File: src/rtl/alu_pkg.sv
// Shared types for the ALU result queue.
//   STAT_W            status word width (Z=0, N=1, C=2, V=3)
//   ALU_DATA_W        result / upper word width used by the queue entry
//   phase_e           output beat phase of the head entry (LO, HI)
//   entry_t           one queued ALU result
package alu_pkg;

  localparam int unsigned ALU_DATA_W = 32;
  localparam int unsigned STAT_W     = 4;

  localparam int unsigned STAT_Z = 0;
  localparam int unsigned STAT_N = 1;
  localparam int unsigned STAT_C = 2;
  localparam int unsigned STAT_V = 3;

  typedef enum logic {
    PH_LO = 1'b0,
    PH_HI = 1'b1
  } phase_e;

  typedef struct packed {
    logic [ALU_DATA_W-1:0] result;
    logic [ALU_DATA_W-1:0] upper;
    logic                  has_upper;
    logic [STAT_W-1:0]     status;
  } entry_t;

endpackage

File: src/rtl/alu_sync_fifo.sv
// Synchronous FIFO of Depth words with registered storage.
//   clk_i, rst_ni      clock, asynchronous active-low reset
//   push_i, wdata_i    write request and data (ignored when full)
//   pop_i              read request (ignored when empty)
//   rdata_o            head word
//   count_o            occupied entries
//   full_o, empty_o    occupancy flags
// Depth must be a power of two so the pointers wrap naturally.
module alu_sync_fifo #(
  parameter int unsigned Width = 8,
  parameter int unsigned Depth = 4,
  localparam int unsigned PtrW = $clog2(Depth),
  localparam int unsigned CntW = $clog2(Depth + 1)
) (
  input  logic             clk_i,
  input  logic             rst_ni,
  input  logic             push_i,
  input  logic [Width-1:0] wdata_i,
  input  logic             pop_i,
  output logic [Width-1:0] rdata_o,
  output logic [CntW-1:0]  count_o,
  output logic             full_o,
  output logic             empty_o
);

  logic [Width-1:0] mem_q [Depth];
  logic [PtrW-1:0]  wr_ptr_q, wr_ptr_d;
  logic [PtrW-1:0]  rd_ptr_q, rd_ptr_d;
  logic [CntW-1:0]  count_q, count_d;
  logic             push_ok, pop_ok;

  assign full_o  = (count_q == CntW'(Depth));
  assign empty_o = (count_q == '0);
  assign push_ok = push_i & ~full_o;
  assign pop_ok  = pop_i & ~empty_o;

  always_comb begin
    wr_ptr_d = wr_ptr_q;
    rd_ptr_d = rd_ptr_q;
    count_d  = count_q;
    if (push_ok) wr_ptr_d = wr_ptr_q + PtrW'(1);
    if (pop_ok)  rd_ptr_d = rd_ptr_q + PtrW'(1);
    unique case ({push_ok, pop_ok})
      2'b10:   count_d = count_q + CntW'(1);
      2'b01:   count_d = count_q - CntW'(1);
      default: count_d = count_q;
    endcase
  end

  always_ff @(posedge clk_i or negedge rst_ni) begin
    if (!rst_ni) begin
      wr_ptr_q <= '0;
      rd_ptr_q <= '0;
      count_q  <= '0;
    end else begin
      wr_ptr_q <= wr_ptr_d;
      rd_ptr_q <= rd_ptr_d;
      count_q  <= count_d;
    end
  end

  // Storage needs no reset: the consumer only looks at it while count is non-zero.
  always_ff @(posedge clk_i) begin
    if (push_ok) mem_q[wr_ptr_q] <= wdata_i;
  end

  assign rdata_o = mem_q[rd_ptr_q];
  assign count_o = count_q;

endmodule

File: src/rtl/alu_result_queue.sv
// ALU result queue: buffers result/status/upper words and emits each entry as one beat
// (LO only) or two beats (LO then HI) over a valid/ready interface.
//   clk, rst_n                      clock, asynchronous active-low reset
//   in_valid/in_ready               ALU-side handshake; in_ready = not full
//   in_result, in_upper,
//   in_has_upper, in_status         entry contents
//   out_valid/out_ready             consumer-side handshake, one beat per transfer
//   out_data, out_status, out_last  head entry beat; zero while empty
//   count                           occupied entries
//   clear_sticky, sticky_status     accumulated status flags
// Build option: define ALU_RESQ_STICKY_EN to implement the sticky status register;
// otherwise sticky_status is tied to zero and clear_sticky is ignored.
// DATA_W and STAT_W must match the widths of alu_pkg::entry_t.
module alu_result_queue
  import alu_pkg::*;
#(
  parameter int unsigned DATA_W = alu_pkg::ALU_DATA_W,
  parameter int unsigned DEPTH  = 4,
  parameter int unsigned STAT_W = alu_pkg::STAT_W,
  localparam int unsigned CntW  = $clog2(DEPTH + 1)
) (
  input  logic              clk,
  input  logic              rst_n,
  input  logic              in_valid,
  output logic              in_ready,
  input  logic [DATA_W-1:0] in_result,
  input  logic [DATA_W-1:0] in_upper,
  input  logic              in_has_upper,
  input  logic [STAT_W-1:0] in_status,
  output logic              out_valid,
  input  logic              out_ready,
  output logic [DATA_W-1:0] out_data,
  output logic [STAT_W-1:0] out_status,
  output logic              out_last,
  output logic [CntW-1:0]   count,
  input  logic              clear_sticky,
  output logic [STAT_W-1:0] sticky_status
);

  entry_t wr_entry, head;
  phase_e phase_q, phase_d;
  logic   push, beat, pop;
  logic   fifo_full, fifo_empty;

  always_comb begin
    wr_entry           = '0;
    wr_entry.result    = in_result;
    wr_entry.upper     = in_upper;
    wr_entry.has_upper = in_has_upper;
    wr_entry.status    = in_status;
  end

  assign in_ready  = ~fifo_full;
  assign out_valid = ~fifo_empty;
  assign push      = in_valid & in_ready;
  assign beat      = out_valid & out_ready;
  // The entry leaves only on its final beat.
  assign pop       = beat & (~head.has_upper | (phase_q == PH_HI));

  alu_sync_fifo #(
    .Width ($bits(entry_t)),
    .Depth (DEPTH)
  ) u_fifo (
    .clk_i   (clk),
    .rst_ni  (rst_n),
    .push_i  (push),
    .wdata_i (wr_entry),
    .pop_i   (pop),
    .rdata_o (head),
    .count_o (count),
    .full_o  (fifo_full),
    .empty_o (fifo_empty)
  );

  always_comb begin
    phase_d = phase_q;
    unique case (phase_q)
      PH_LO:   if (beat && head.has_upper) phase_d = PH_HI;
      PH_HI:   if (beat) phase_d = PH_LO;
      default: phase_d = PH_LO;
    endcase
  end

  always_ff @(posedge clk or negedge rst_n) begin
    if (!rst_n) begin
      phase_q <= PH_LO;
    end else begin
      phase_q <= phase_d;
    end
  end

  // Outputs are forced to zero while empty so stale storage never shows.
  always_comb begin
    out_data   = '0;
    out_status = '0;
    out_last   = 1'b0;
    if (out_valid) begin
      out_data   = (phase_q == PH_HI) ? head.upper : head.result;
      out_status = head.status;
      out_last   = ~head.has_upper | (phase_q == PH_HI);
    end
  end

`ifdef ALU_RESQ_STICKY_EN
  logic [STAT_W-1:0] sticky_q, sticky_d;
  logic [STAT_W-1:0] push_status;

  assign push_status = push ? in_status : '0;

  // A clear coincident with a push keeps the new status.
  always_comb begin
    sticky_d = (clear_sticky ? '0 : sticky_q) | push_status;
  end

  always_ff @(posedge clk or negedge rst_n) begin
    if (!rst_n) begin
      sticky_q <= '0;
    end else begin
      sticky_q <= sticky_d;
    end
  end

  assign sticky_status = sticky_q;
`else
  logic unused_clear_sticky;
  assign unused_clear_sticky = clear_sticky;
  assign sticky_status       = '0;
`endif

endmodule

File: config.mk
export PLATFORM = sky130hd
export DESIGN_NAME = alu_result_queue
export DESIGN_NICKNAME = d
export VERILOG_FILES = /design/src/rtl/alu_pkg.sv /design/src/rtl/alu_sync_fifo.sv /design/src/rtl/alu_result_queue.sv
export SDC_FILE = /design/constraint.sdc
export NUM_CORES = 1
export LEC_CHECK = 0
export BUFFER_PORTS_ARGS = -buffer_cell sky130_fd_sc_hd__buf_2
export CAP_MARGIN = 20
export CORE_MARGIN = 4
export CORE_UTILIZATION = 45
export CTS_BUF_LIST = sky130_fd_sc_hd__clkbuf_8
export CTS_CLUSTER_DIAMETER = 120
export DETAILED_ROUTE_END_ITERATION = 10
export SLEW_MARGIN = 5
export SYNTH_ARGS = -nofsm -noshare
export SYNTH_HDL_FRONTEND = slang
export SYNTH_SLANG_ARGS = --single-unit
File: constraint.sdc
create_clock -name clk -period 6.6 [get_ports clk]
set_input_delay 1.32 -clock clk [delete_from_list [all_inputs] [get_ports clk]]
set_output_delay 1.32 -clock clk [all_outputs]
set_load 0.005 [all_outputs]
==> impl_metrics.yaml, run 1 <==
run_status:
  status: "finished, final reports clean"
cells_and_area:
  multi_input_area_um2: 2200
  final_cell_mix: "276 x edfxtp_1, 114 x buf_2, 68 x mux4_2"
  stdcell_area_um2: 12600
  final_common_cell: "edfxtp_1"
  fin_nets: 685
  drive_above_1_share_pct: 40.3
  diodes: 0
  nFillCells: 1913
  area_growth_pct: 16.1
  register_area_um2: 8500
cts:
  clock_latency_ns: 0.52
  cts_buffers: 47
  h-tree-depth: 2
  clk_pin_slew_ns: 0.06
  clockRootBuffer: "clkbuf_8"
  hold_buffers: 0
  postCtsSetupRepairBufs: 0
  cts_sinks: 284
  cts.path.max_buffers: 3
  cts_tree: "done"
  cts_resized: 0
detailed_routing:
  wl_met2_um: 10100
  drt_iter0_drc: 298
  avgViaCountPerCell: 5.24
  avgRoutedWirePerCell_um: 21.0
  wirelength_um: 20100
  top_layer_used: "met5"
  drt_pass1_iterations: 4
  wl_met1_um: 8290
  routed-wl-met3_um: 1280
  drtAntennaViolNets: 0
  drc: 0
  vias: 5010
worst_setup_path:
  ff2ff_setup_slack_ns: 3.80
  crit_type: "flip-flop to primary output"
  crit_path_end_kind: "primary output"
  crit_slowest_cell: "dfrtp_4"
  worst-path-buf-inv: 2
  r2r_cells: 9
  startpoint_type: "flip-flop"
  critPathRequiredTime_ns: 5.28
  crit_family: "flip-flops"
  crit_path_cell_trace: "buf_4 > mux4_2 > a22o_1 > buf_2"
  arrival_ns: 3.20
  cpPeakStageDelay_ns: 1.03
  rr_endpoint: "u_fifo.count_o[2]"
  critPathMaxFanout: 48
  rr_startpoint: "u_fifo.rd_ptr_q[0]"
min_path:
  hold_end: "u_fifo.count_o[2]"
  hp-start: "u_fifo.count_o[2]"
  min_path_type: "flip-flop to flip-flop"
  hold_depth: 1
power_and_ir_drop:
  power_density_nw_per_um2: 442
  irDropWorstVdd_mv: 0.270
  total_power_mw: 5.59
  leakage_nw: 4.39
yosys:
  synth.distinct_cells: 34
  ys_ff_latch: 284
  async_flop_share_pct: 2.82
  ys_warn_count: 0
  avgSynthCellArea_um2: 23.7
  synth-edff-count: 276
  ys.flop_type: "edfxtp_1"
  syn_area_um2: 10900
  netlist_instances: 459
  yosysSeqAreaShare_pct: 78.0
sta:
  holdWs_ns: 0.554
  clock-skew-final_ns: 0.0104
  fin_tns_setup_ns: 0
  slew-limit-headroom_pct: 35.2
  fin_crit_sh_pct: 68.5
  drv_slew: 0
  worst_pin_slew_ns: 0.972
  rsz0062_at_grt: "no"
  hold_viol: 0
  fmax_mhz: 221
  min_period_ns: 4.52
  finalSetupViolCount: 0
die:
  rows: 56
  die_w_um: 164
  coreArea_um2: 23600
  start_util_pct: 46.1
  die_h_um: 164
  die_area_um2: 26700
  ioPinCount: 120
global_route:
  grt.overflow.total: 0
  grt_pass1_vias: 5624
  track_usage_pct: 15.2
  grt_max_degree: 72
  grt_pass1_wl_um: 30700
  antenna_found_initial: 3
place:
  gp_congestion: 0.676
  dpl_cell_area_um2: 11800
  dp_hpwl_um: 11300
  numPortBuffers: 114
flow_run:
  max-cap-violations: 0
==> cell type report <==
class | count | area share, %
Clock inverter | 33 | 1.10
Timing Repair Buffer | 121 | 5.70
Sequential cell | 284 | 67.2
Multi-Input combinational cell | 144 | 17.4
Inverter | 7 | 0.208
Clock buffer | 48 | 5.23
Tap cell | 319 | 3.16
==> per-layer routing <==
metal / vias up / GRT usage, %
met2: 132 / 25.8
li1: 2237 / -
met1: 2592 / 19.0
met5: - / 0
met3: 43 / 4.52
met4: 6 / 4.42
==> registers in the layout, summed over array words and instances (netlist names) <==
register / cells
u_fifo.mem_q: 276
u_fifo.count_o: 3
u_fifo.rd_ptr_q: 2
u_fifo.wr_ptr_q: 2
phase_q: 1
==> report_power, final <==
group | switching (mW) | internal (mW)
Sequential | 0.211 | 2.39
Combinational | 0.818 | 0.883
Clock | 0.622 | 0.669
Total | 1.65 | 3.94
==> cell usage after synthesis (2+ instances only) <==
cell type	n	area share, %
a22o_1	30	2.4
buf_6	6	0.62
edfxtp_1	276	76
mux2i_1	2	0.18
nor3_1	2	0.092
and3_1	4	0.23
xnor2_1	3	0.24
and2_1	5	0.29
dfrtp_1	8	1.8
a22o_2	2	0.18
mux4_2	68	14
nor2_1	3	0.10
buf_2	3	0.14
clkbuf_1	8	0.28
buf_8	3	0.41
xor2_1	2	0.16
and2_4	2	0.16
inv_1	6	0.21
buf_4	7	0.48
ha_1	5	0.57
==> through the flow <==
step	instances	utilization [%]	worst slack [ns]
finish	956	53.5	2.08
global route	956	53.5	1.77
CTS	955	53.4	1.93
detailed placement	874	50.0	2.52
global placement	869	49.5	2.55
floorplan	462	-	3.18
==> logic make-up (layout without fill, tap and decap cells) <==
logic type / count (synthesis) / after routing / share of synthesized area [%]
xor gates and xnor gates: 5 / 5 / 0.402
AOI/OAI and AO/OA: 37 / 37 / 2.94
buffers and inverters: 34 / 209 / 2.17
and+or+nand+nor: 20 / 20 / 1.20
DFF: 284 / 284 / 78.0
other: 1 / 4 / 0.0345
muxes: 72 / 72 / 14.5
adders and majority gates: 6 / 6 / 0.759
==> worst register-to-register path: stages (launching register included) <==
cell and delay, ns:
dfrtp_4 1.03, nor2_1 0.21, and2_1 0.22, nor3_1 0.21
ha_1 0.22, inv_1 0.06, fa_1 0.37, xor2_1 0.15
nor2_1 0.11, xor2_1 0.14
==> worst max-delay path by stage <==
stage                       startpoint                 end  slack (ns)  cells after the start
finish              u_fifo.rd_ptr_q[0]        out_data[14]        2.08                      4
global route        u_fifo.rd_ptr_q[0]        out_data[14]        1.77                      4
CTS                 u_fifo.rd_ptr_q[0]        out_data[14]        1.93                      4
detailed placement  u_fifo.rd_ptr_q[0]         out_data[9]        2.52                      4
global placement    u_fifo.rd_ptr_q[0]         out_data[9]        2.55                      4
floorplan                     in_valid  u_fifo.mem_q[0][0]        3.18                      1
Note: power is estimated with default switching activity, not from simulation.
==> run 2, diff against run 1 <==
clock period = 4.6 ns   (was 6.6 ns; I/O delays follow)
==> run 2 against run 1 <==
Register-to-register slack lost 2.0 ns. Worst setup slack lost 1.2 ns. Non-clock buffer count increased by 1. Highest routed layer unchanged.
==> impl_metrics.yaml, run 2 (synthesis results as in run 1) <==
run_status:
  status: "finished, final reports clean"
die:
  rows: 56
  start_util_pct: 46.1
  die_w_um: 164
  ioPinCount: 120
  die_area_um2: 26700
  die_h_um: 164
  coreArea_um2: 23600
power_and_ir_drop:
  irDropWorstVdd_mv: 0.377
  p_seq_share_pct: 46.3
  leakage_nw: 4.42
  power_density_nw_per_um2: 636
  power.switching_mw: 2.38
  power_frac_comb_pct: 30.5
  swShare_pct: 29.5
  pwr-share-clk_pct: 23.2
  p_int_mw: 5.67
worst_setup_path:
  crit_path_end_kind: "primary output"
  arrival_ns: 2.82
  crit_path_cell_trace: "buf_12 > mux4_2 > a22o_2 > buf_2"
  critPathLaunch: "u_fifo.rd_ptr_q[0]"
  crit_slowest_cell: "dfrtp_4"
  cpPeakStageDelay_ns: 0.90
  startpoint_type: "flip-flop"
  critPathMaxFanout: 37
  rr_startpoint: "u_fifo.rd_ptr_q[1]"
  critPathRequiredTime_ns: 3.68
  crit_type: "flip-flop to primary output"
cts:
  cts.path.max_buffers: 3
  h-tree-depth: 2
  clockRootBuffer: "clkbuf_8"
  cts_resized: 0
  postCtsSetupRepairBufs: 0
  cts_tree: "done"
  clock_latency_ns: 0.54
  hold_buffers: 0
  clk_pin_slew_ns: 0.06
  cts_sinks: 284
  cts_buffers: 46
cells_and_area:
  largest_reg_flops: 276
  fin_nets: 685
  area_growth_pct: 16.3
  final_cell_mix: "276 x edfxtp_1, 114 x buf_2, 68 x mux4_2"
  diodes: 0
  final_common_cell: "edfxtp_1"
  max_flop_register: "u_fifo.mem_q"
  drive_above_1_share_pct: 40.1
  stdcell_area_um2: 12700
  fin_cells: 958
place:
  dp_hpwl_um: 11900
  gp_congestion: 0.701
  dpl_cell_area_um2: 11800
  dp_cells: 875
  numPortBuffers: 114
global_route:
  antenna_found_initial: 2
  grt_pass1_wl_um: 32000
  grt_pass1_vias: 5737
  grt_max_degree: 70
  track_usage_pct: 15.8
  grt.overflow.total: 0
detailed_routing:
  avgViaCountPerCell: 5.26
  drt_pass1_iterations: 4
  drc: 0
  drtAntennaViolNets: 0
  vias: 5042
  avgRoutedWirePerCell_um: 21.6
  drt_iter0_drc: 343
  wirelength_um: 20700
sta:
  fin_crit_sh_pct: 81.4
  hold_viol: 0
  fin_tns_setup_ns: 0
  rsz0062_at_grt: "no"
  slew-limit-headroom_pct: 49.9
  fmax_mhz: 267
  finalSetupViolCount: 0
  worst_pin_slew_ns: 0.751
  clock-skew-final_ns: 0.0173
  drv_slew: 0
  min_period_ns: 3.74
min_path:
  min_path_type: "input pin to asynchronous set/reset pin"
flow_run:
  max-cap-violations: 0
## run 2: final timing paths
path	slack [ns]	cells after the start	to
worst max register to register	1.79	9	u_fifo.count_o[2]
worst max-delay path	0.86	4	out_data[0]
worst min register to register	0.58	1	u_fifo.count_o[2]
max in group asynchronous	4.17	1	u_fifo.rd_ptr_q[0]
min in group clk	0.58	1	u_fifo.count_o[2]
worst min-delay path	0.23	1	u_fifo.wr_ptr_q[0]
## run 2: metal layers
metal | GRT usage, % | wire (um) | vias to the layer above
li1 | - | - | 2244
met1 | 20.3 | 8510 | 2608
met2 | 26.1 | 10500 | 149
met3 | 4.54 | 1330 | 37
met4 | 5.26 | 409 | 4
met5 | 0 | 21 | -
## run 2: metrics by stage
stage | hold WS [ns] | utilization [%] | setup slack (ns) | power, mW
detailed placement | 0.564 | 50.1 | 1.31 | 6.32
floorplan | 0.533 | - | 1.58 | 5.41
finish | 0.232 | 53.6 | 0.856 | 8.05
global route | 0.205 | 53.6 | 0.626 | 8.55
CTS | 0.195 | 53.5 | 0.720 | 8.21
global placement | 0.550 | 49.7 | 1.33 | 6.17
## run 2: power by group through the flow
| stage | Sequential [mW] | Clock, mW | Combinational (mW) |
|---|---|---|---|
| final | 3.73 | 1.87 | 2.46 |
| after global routing | 3.79 | 2.07 | 2.68 |
| after CTS | 3.75 | 1.94 | 2.52 |
| after detailed placement | 3.80 | 0 | 2.52 |
| after global placement | 3.77 | 0 | 2.39 |
| after floorplan | 3.60 | 0 | 1.82 |
## run 2: worst max-delay path: cells and delay by family, from the launching register on
family	cells	cell delay, ns
flops	1	0.90
mux	1	0.56
compound gates	1	0.29
buf+inv	2	0.51
## run 2: cell type report
cell class                 count  area (um2)
timing repair buffer         122         736
clock inverter                33         125
inverter                       7        26.3
multi-input combinational    144        2200
tap                          319         399
clock buffer                  49         674
sequential                   284        8500
fill                        1885       11000
